===== config.mk =====
export PLATFORM = sky130hd
export DESIGN_NAME = lifo_stack
export DESIGN_NICKNAME = d
export VERILOG_FILES = /design/src/rtl/lifo_stack.sv
export SDC_FILE = /design/constraint.sdc
export NUM_CORES = 1
export LEC_CHECK = 0
export CAP_MARGIN = 20
export CORE_MARGIN = 2
export CORE_UTILIZATION = 38
export CTS_CLUSTER_SIZE = 14
export DETAILED_ROUTE_END_ITERATION = 10
export PLACE_DENSITY = 0.54
export SLEW_MARGIN = 40
export SYNTH_ARGS = -nofsm -noshare
export SYNTH_HDL_FRONTEND = slang
export SYNTH_SLANG_ARGS = --single-unit

===== constraint.sdc =====
create_clock -name clk -period 2.9 [get_ports clk]
set_input_delay 0.58 -clock clk [delete_from_list [all_inputs] [get_ports clk]]
set_output_delay 0.58 -clock clk [all_outputs]
set_load 0.02 [all_outputs]

===== src/rtl/lifo_stack.sv =====
// Parameterised LIFO stack with registered pop data, a combinational top-of-stack peek and status flags.
// Define LIFO_STACK_ERR_FLAGS_EN to enable the sticky overflow/underflow flags (cleared by err_clr).
module lifo_stack #(
    parameter int DATA_WIDTH      = 8,
    parameter int ADDRESS_WIDTH   = 4,
    parameter int ALMOST_FULL_TH  = 14,
    parameter int ALMOST_EMPTY_TH = 2
) (
    input  logic                     clk,
    input  logic                     reset_n,
    input  logic                     push,
    input  logic                     pop,
    input  logic [DATA_WIDTH-1:0]    data_in,
    input  logic                     err_clr,
    output logic [DATA_WIDTH-1:0]    data_out,
    output logic                     data_valid,
    output logic [DATA_WIDTH-1:0]    top,
    output logic [ADDRESS_WIDTH:0]   count,
    output logic                     stack_full,
    output logic                     stack_empty,
    output logic                     almost_full,
    output logic                     almost_empty,
    output logic                     overflow,
    output logic                     underflow
);

    localparam int DEPTH = 2 ** ADDRESS_WIDTH;
    localparam logic [ADDRESS_WIDTH:0] FULL_COUNT = {1'b1, {ADDRESS_WIDTH{1'b0}}};
    localparam logic [ADDRESS_WIDTH:0] AF_TH      = (ADDRESS_WIDTH+1)'(ALMOST_FULL_TH);
    localparam logic [ADDRESS_WIDTH:0] AE_TH      = (ADDRESS_WIDTH+1)'(ALMOST_EMPTY_TH);

    logic [DATA_WIDTH-1:0]    mem [DEPTH];
    logic [ADDRESS_WIDTH:0]   top_ptr;
    logic [ADDRESS_WIDTH-1:0] top_idx;
    logic [ADDRESS_WIDTH-1:0] wr_idx;
    logic [ADDRESS_WIDTH:0]   count_next;
    logic                     push_ok;
    logic                     pop_ok;

    assign stack_full   = (count == FULL_COUNT);
    assign stack_empty  = (count == '0);
    assign almost_full  = (count >= AF_TH);
    assign almost_empty = (count <= AE_TH);

    assign top_ptr = count - 1'b1;
    assign top_idx = top_ptr[ADDRESS_WIDTH-1:0];
    assign top     = stack_empty ? '0 : mem[top_idx];

    // A push is still legal at full when paired with a pop: it becomes an exchange of the top entry.
    assign pop_ok  = pop && !stack_empty;
    assign push_ok = push && (!stack_full || pop_ok);
    assign wr_idx  = pop_ok ? top_idx : count[ADDRESS_WIDTH-1:0];

    always_comb begin
        count_next = count;
        if (push_ok && !pop_ok) begin
            count_next = count + 1'b1;
        end else if (pop_ok && !push_ok) begin
            count_next = count - 1'b1;
        end
    end

    always_ff @(posedge clk or negedge reset_n) begin
        if (!reset_n) begin
            count      <= '0;
            data_out   <= '0;
            data_valid <= 1'b0;
        end else begin
            count      <= count_next;
            data_valid <= pop_ok;
            if (pop_ok) begin
                data_out <= mem[top_idx];
            end
        end
    end

    // Storage is deliberately not reset; a write during reset is suppressed so reset discards the push.
    always_ff @(posedge clk) begin
        if (push_ok && reset_n) begin
            mem[wr_idx] <= data_in;
        end
    end

`ifdef LIFO_STACK_ERR_FLAGS_EN
    // A new error wins over err_clr in the same cycle.
    always_ff @(posedge clk or negedge reset_n) begin
        if (!reset_n) begin
            overflow  <= 1'b0;
            underflow <= 1'b0;
        end else begin
            if (push && !push_ok) begin
                overflow <= 1'b1;
            end else if (err_clr) begin
                overflow <= 1'b0;
            end
            if (pop && !pop_ok) begin
                underflow <= 1'b1;
            end else if (err_clr) begin
                underflow <= 1'b0;
            end
        end
    end
`else
    logic unused_err_clr;
    assign unused_err_clr = err_clr;
    assign overflow       = 1'b0;
    assign underflow      = 1'b0;
`endif

endmodule


==> results by group, run 1 <==
Run status
  – Outcome: complete, but fails checks
  – Failing checks: setup timing

Clock network
  – Clock sinks: 142
  – CTS Buf Count: 17
  – Clock Latency Late Sink: 0.42 ns
  – CTS tree: built
  – Max Buffers Root-to-Sink: 2
  – Clk slew on worst S/H paths: 0.06 ns
  – # H-tree levels: 4
  – Clock tree root buffer cell: clkbuf_16

Pwr
  – Flop pwr share: 26.7%
  – Pwr per Cell Area: 1230 mW/mm^2
  – Combinational share of power: 49.3%
  – Cell internal pwr: 6.30 mW
  – Sw Pwr: 3.32 mW
  – Clock Power Share: 24.1%
  – Max VDD drop: around 0.00046 V
  – Pwr Total: 9.62 mW
  – Sw frac: 34.5%
  – Leak: 2.68 nW

Timing
  – Fin crit share: 103%
  – Worst-Margin Slew: 0.807 ns
  – Final Hold Slack: about 0.55 ns
  – Fin crit period: 2.98 ns
  – Max Transition Viols Final: 0
  – Worst Slack Setup Final: -0.0842 ns
  – Hold Vio Cnt, Final: 0
  – Max Fclk: about 340 MHz
  – Slew HR: 46.0%
  – RSZ-0062 raised after global routing: yes
  – Clk_skew: 0.00783 ns
  – Final setup vio count: 8

Job
  – Max Cap Viol: 0

Global route
  – First-pass GRT wire length: between 20000 and 25000 um
  – Vias in the first global route: 3558
  – Largest net degree at the start of global routing: 18
  – Initial antenna violation count: 0
  – GRT Total Usage: 18.3%
  – Grt total ovfl: 0

Detailed routing
  – Post-Route WL: 13900 um
  – DR WL/cell: roughly 21 um
  – First-iteration detailed-routing DRC count: 272
  – Vias after detailed routing: roughly 3.4k
  – Via density: 5.12
  – Routed Antenna Nets: 0
  – Drt pass-1 iters: 4
  – Post-route DRC: 0

Setup path
  – Startpoint Class: flip-flop
  – Worst-path maximum fanout: 8
  – Reg2reg start: count[3]$_DFFE_PN0P_
  – Worst reg2reg endpoint: mem[0][3]$_DFFE_PP_
  – Flop-to-flop setup slack: 0.18 ns
  – Worst EP required: 2.32 ns
  – Type of the worst setup path: reg2out
  – Worst Path Arrival: 2.40 ns
  – Critical Path End Type: primary output
  – Worst-case reg-to-reg path depth: 8

Final layout
  – Final instance area: 0.00784 sq mm
  – Share of cells above drive strength 1: 40.9%
  – Post-route insts no fill: 663
  – N_diodes: 0
  – Layout area overhead: 31.9%
  – Fin nets: 457

Floorplan
  – Die ar.: approximately 0.017 sq mm
  – Chip Width: between 100 and 150 um
  – Starting Density: between 30% and 40%
  – Top Ports: 41
  – Die height: around 130 um
  – Core Region: 0.0153 sq mm
  – Std cell rows: 45

Synthesis
  – Top cells by area, synth: edfxtp_1, mux4_2, dfrtp_1
  – Synth Area per Inst: between 15 and 20 sq um
  – Unique masters post-synth: 44
  – Count leader, synth: edfxtp_1
  – Dominant cell type by area after synthesis: edfxtp_1
  – Cell area after synthesis: 0.00594 sq mm
  – Post-synth ARST share: about a tenth
  – Syn Inst Count: 331
  – Top cell type's share of synthesized area: roughly 65%
  – Post-synth EDFFs: about 130
  – Synth Warn #: 0
  – Number of synthesized register bits: 142
  – Synth top cells by count: edfxtp_1, mux4_2, nor2_1
  – Sequential area share after synthesis: 70.6%
  – Synth Flop Type: edfxtp_1

Place
  – RePlAce Congestion: 0.814
  – Placed Cells incl. Taps: 613
  – Placed inst area: 0.00697 sq mm
  – # port buffers: 37
  – HPWL after DPL: about 9100 um

Hold path
  – Worst hold path type: in2async
## flip-flops by register name (all words and copies together), names as in the netlist
name	cells
data_out	8
count	5
mem	128
data_valid	1
## power groups by stage
stage                     registers (mW)  logic (mW)  clock network [mW]
after global routing                2.59        5.08                2.45
after global placement              2.61        4.26                   0
final                               2.57        4.74                2.32
after floorplan                     2.68        2.36                   0
after CTS                           2.57        4.70                2.35
after detailed placement            2.62        4.27                   0
## metal layers
metal	track usage [%]	vias to the layer above	part of all wire, %
met5	0	-	0
met4	7.10	0	0.95
met3	4.05	7	3.5
met2	28.4	66	50
met1	25.3	1744	46
li1	-	1577	-
## kinds of logic (layout without fill, tap and decap cells)
family / count (synthesis) / after routing / synth area share [%]
other cells: 1 / 2 / 0.0631
compound gates: 63 / 63 / 7.89
fa+ha+maj: 5 / 5 / 1.05
mux: 33 / 33 / 12.3
simple gates: 53 / 53 / 4.95
xor+xnor: 5 / 5 / 0.737
buf+inv: 29 / 149 / 2.46
flops: 142 / 142 / 70.6
## repair_timing
item	CTS	global route
cloned	1	0
pin swaps	19	5
endpoints found under the setup margin	9	34
hold buffers	0	0
setup buffers	16	3
gates resized for setup	60	9
## metrics by stage
| stage | TNS, ns | setup WS, ns | util, % |
|---|---|---|---|
| after floorplan | 0 | 0.0551 | - |
| after global placement | -4.22 | -0.164 | 45.6 |
| after detailed placement | -3.77 | -0.201 | 45.7 |
| after CTS | -0.451 | -0.0866 | 51.0 |
| after global routing | -1.00 | -0.144 | 51.4 |
| final | -0.337 | -0.0842 | 51.4 |
## cell usage in the layout, fill, tap and decap left out, drive strengths merged, types with 3 or more instances in the layout
master           n
nor2            29
a22oi            8
bufinv           4
o21ai           20
nor4             5
a41oi            8
buf             81
a21oi            3
edfxtp         128
inv             11
nand4            4
xor2             4
clkdlybuf4s50   27
a31oi           12
o211ai           3
clkbuf          17
mux4            32
dfrtp           14
ha               5
clkinvlp         6
## critical path, cell delays in order, from the launching register on
cell	delay, ns
dfrtp_1	0.42
buf_6	0.14
or3_4	0.40
a32o_2	0.39
a22oi_2	0.32
a31oi_2	0.14
buf_2	0.18
## worst max path at each step
| stage | startpoint | to | slack, ns | cells after the start |
|---|---|---|---|---|
| 2_1_floorplan | count[0]$_DFFE_PN0P_ | top[5] | 0.06 | 9 |
| 3_3_place_gp | count[0]$_DFFE_PN0P_ | top[2] | -0.16 | 6 |
| 3_5_place_dp | count[0]$_DFFE_PN0P_ | top[2] | -0.20 | 6 |
| 4_1_cts | count[1]$_DFFE_PN0P_ | top[6] | -0.09 | 7 |
| 5_1_grt | count[0]$_DFFE_PN0P_ | top[7] | -0.14 | 7 |
| 6_report | count[1]$_DFFE_PN0P_ | top[6] | -0.08 | 6 |
## final cells by class
cell class	instances	area, sq um
Fill cell	1256	7420
Sequential cell	142	4200
Multi-Input combinational cell	161	1720
Timing Repair Buffer	110	1000
Clock buffer	17	425
Tap cell	211	264
Clock inverter	15	209
Inverter	7	26.3
(Power assumes the default switching activity.)
==> run 2: changes to the inputs <==
CORE_UTILIZATION = 40   (was 38)
PLACE_DENSITY = 0.56   (was 0.54)
==> results by group, run 2 (synthesis gave the netlist of run 1 again) <==
Global route
  – Largest net degree at the start of global routing: 18 (unchanged)
  – Initial antenna violation count: 0 (unchanged)
  – GRT Total Usage: 18.3% (+0.061 points)
  – Grt total ovfl: 0 (unchanged)
  – First-pass GRT wire length: 21200 um (-1.6%)
  – Vias in the first global route: 3526 (-0.90%)

Final layout
  – Largest Register: mem
  – Layout area overhead: 29.9%
  – Max FFs per register: 128 (unchanged)
  – Layout Utilization: 53.1% (+1.7 points)
  – Share of cells above drive strength 1: 41.4% (+0.46 points)
  – N_diodes: 0 (unchanged)
  – Most frequent cells in the layout: edfxtp_1, buf_4, mux4_2
  – Post-route insts no fill: 631 (-4.8%)
  – Most common cell after layout, fill and taps aside: edfxtp_1
  – Largest registers: mem (128), data_out (8), count (5)
  – Fin nets: 452 (-1.1%)

Clock network
  – Clock tree root buffer cell: clkbuf_16
  – Clk slew on worst S/H paths: 0.06 ns (about the same)
  – CTS Buf Count: 17 (unchanged)
  – Clock sinks: 142 (unchanged)
  – CTS Hold Bufs: 0 (unchanged)
  – CTS tree: built
  – # H-tree levels: 4 (unchanged)
  – Clock Latency Late Sink: 0.42 ns (about the same)
  – Max Buffers Root-to-Sink: 2 (unchanged)

Timing
  – RSZ-0062 raised after global routing: yes
  – Final setup vio count: 2 (-6)
  – Max Transition Viols Final: 0 (unchanged)
  – Fin crit share: 103% (-0.40 points)
  – Fin crit period: 2.97 ns (-0.0115 ns)
  – Final Hold Slack: 0.524 ns (-0.0262 ns)
  – Worst Slack Setup Final: -0.0727 ns (+0.0115 ns)
  – Hold Vio Cnt, Final: 0 (unchanged)
  – Max Fclk: 336 MHz (+0.39%)
  – Slew HR: 50.8% (+4.8 points)
  – Worst-Margin Slew: 0.736 ns (-0.0708 ns)
  – Clk_skew: 0.0114 ns (+0.00352 ns)

Pwr
  – Pwr per Cell Area: 1210 mW/mm^2 (-1.0%)
  – Sw frac: 34.9% (+0.39 points)
  – Sw Pwr: 3.27 mW (-1.4%)
  – Flop pwr share: 27.4% (+0.7 points)
  – Leak: 2.65 nW (-1.2%)
  – Combinational share of power: 49.5% (+0.2 points)
  – Cell internal pwr: 6.10 mW (-3.1%)
  – Clock Power Share: 23.1% (-1.0 points)
  – Pwr Total: 9.37 mW (-2.6%)
  – Max VDD drop: 0.000544 V (+18%)

Setup path
  – Worst reg2reg endpoint: mem[14][4]$_DFFE_PP_
  – Critical Path End Type: primary output
  – Reg2reg start: count[1]$_DFFE_PN0P_
  – Worst-case reg-to-reg path depth: 7 (-1)
  – CP max-delay cell: dfrtp_1
  – Critical path launch point: count[1]$_DFFE_PN0P_
  – Worst EP required: 2.32 ns (about the same)
  – Worst-path maximum fanout: 4 (-4)
  – Startpoint Class: flip-flop
  – Max stage delay on crit path: 0.40 ns (-0.02 ns)
  – Critical Path End: top[1]
  – Type of the worst setup path: reg2out
  – Worst Path Arrival: 2.39 ns (about the same)
  – Levels on crit path: 7 (+1)
  – Crit-path cells: buf_6 -> or3_4 -> a32o_2 -> buf_6 -> a22oi_2 -> a31oi_2 -> buf_4
  – CP bufs+invs: 3 (+1)
  – Crit path top cell by count: buf_6
  – Flop-to-flop setup slack: 0.24 ns (+0.06 ns)
  – Delay-heaviest family, CP: compound AO/OA/AOI/OAI gates

Detailed routing
  – Routed Antenna Nets: 0 (unchanged)
  – Drt pass-1 iters: 4 (unchanged)
  – Vias after detailed routing: 3442 (+1.4%)
  – DR WL/cell: 21.6 um (+2.7%)
  – Via density: 5.45 (+6.6%)
  – Post-route DRC: 0 (unchanged)
  – First-iteration detailed-routing DRC count: 269 (-1.1%)
  – Post-Route WL: 13600 um (-2.3%)

Floorplan
  – Top Ports: 41 (unchanged)
  – Starting Density: 40.9% (+1.9 points)
  – Die height: 126 um (-2.5%)
  – Core Region: 0.0145 sq mm (-4.7%)
  – Chip Width: 126 um (-2.5%)
  – Die ar.: 0.0159 sq mm (-4.9%)
  – Std cell rows: 44 (-2.2%)

Run status
  – Outcome: complete, but fails checks
  – Failing checks: setup timing

Place
  – RePlAce Congestion: 0.815 (+0.17%)
  – # port buffers: 37 (unchanged)
  – Placed Cells incl. Taps: 586 (-4.4%)
  – HPWL after DPL: 8990 um (-0.68%)
  – Place WS: -0.102 ns (+0.0984 ns)

Job
  – Max Cap Viol: 0 (unchanged)

Hold path
  – Worst hold path type: in2async
run 2: cell count changes in the layout (fill, tap and decap cells not counted), moves of 3 or more:
cell / change
o21ai_1: +4
clkinv_2: +4
buf_4: -4
o21ai_0: -9
nor2_1: -3
nor2_2: +3
clkinvlp_4: -5
buf_6: +3
o21ai_2: +6
run 2: final cells by class:
| cell class | instances | area (sq um) |
|---|---|---|
| inverters | 7 | 26.3 |
| well taps | 184 | 230 |
| multi-input cells | 161 | 1740 |
| clock inverters | 15 | 169 |
| fillers | 1207 | 6810 |
| flip-flops and latches | 142 | 4200 |
| repair buffers | 105 | 937 |
| clock buffers | 17 | 425 |
run 2: repair_timing:
| item | CTS | global route |
|---|---|---|
| endpoints found under the setup margin | 9 | 26 |
| pin swaps | 17 | 10 |
| gates resized for setup | 62 | 17 |
| setup buffers | 10 | 3 |
run 2: layer usage:
metal	global-route usage, %	vias up	wire length, um
li1	-	1566	-
met1	25.4	1750	6070
met2	28.7	112	6590
met3	4.93	14	764
met4	5.49	0	193
met5	0	-	0
run 2: power groups by stage:
stage                     clock [mW]  sequential (mW)  combinational [mW]
final                           2.17             2.56                4.64
after global routing            2.30             2.59                4.93
after CTS                       2.20             2.57                4.52
after detailed placement           0             2.60                4.26
after global placement             0             2.60                4.25
after floorplan                    0             2.68                2.36
run 2: through the flow:
step / TNS (ns) / cell area (sq um)
3_3_place_gp: -0.882 / 6930
5_1_grt: -0.493 / 7720
4_1_cts: -0.221 / 7640
6_report: -0.0987 / 7720
3_5_place_dp: -4.09 / 6930
2_1_floorplan: 0 / 6000
run 2: worst register-to-register path: stages, from the launching register on:
cell	delay (ns)
dfrtp_1	0.40
buf_6	0.12
buf_4	0.13
buf_4	0.14
or3_1	0.35
nor4_1	0.34
o211ai_1	0.31
nor2_2	0.50
run 2: worst min-delay path by stage:
| stage | end | depth (start not counted) | slack, ns | startpoint |
|---|---|---|---|---|
| floorplan | count[0]$_DFFE_PN0P_ | 0 | 0.28 | reset_n |
| global placement | data_out[6]$_DFFE_PN0P_ | 2 | 0.55 | data_out[6]$_DFFE_PN0P_ |
| detailed placement | data_out[5]$_DFFE_PN0P_ | 2 | 0.56 | data_out[5]$_DFFE_PN0P_ |
| CTS | count[2]$_DFFE_PN0P_ | 2 | 0.52 | reset_n |
| global route | count[4]$_DFFE_PN0P_ | 2 | 0.54 | reset_n |
| finish | count[2]$_DFFE_PN0P_ | 2 | 0.52 | reset_n |
==> run 3: changes to the inputs <==
HOLD_SLACK_MARGIN = 0.05   (was unset)
==> results of run 3 <==
The final DEF is identical to that of run 2; final timing and power are the same.
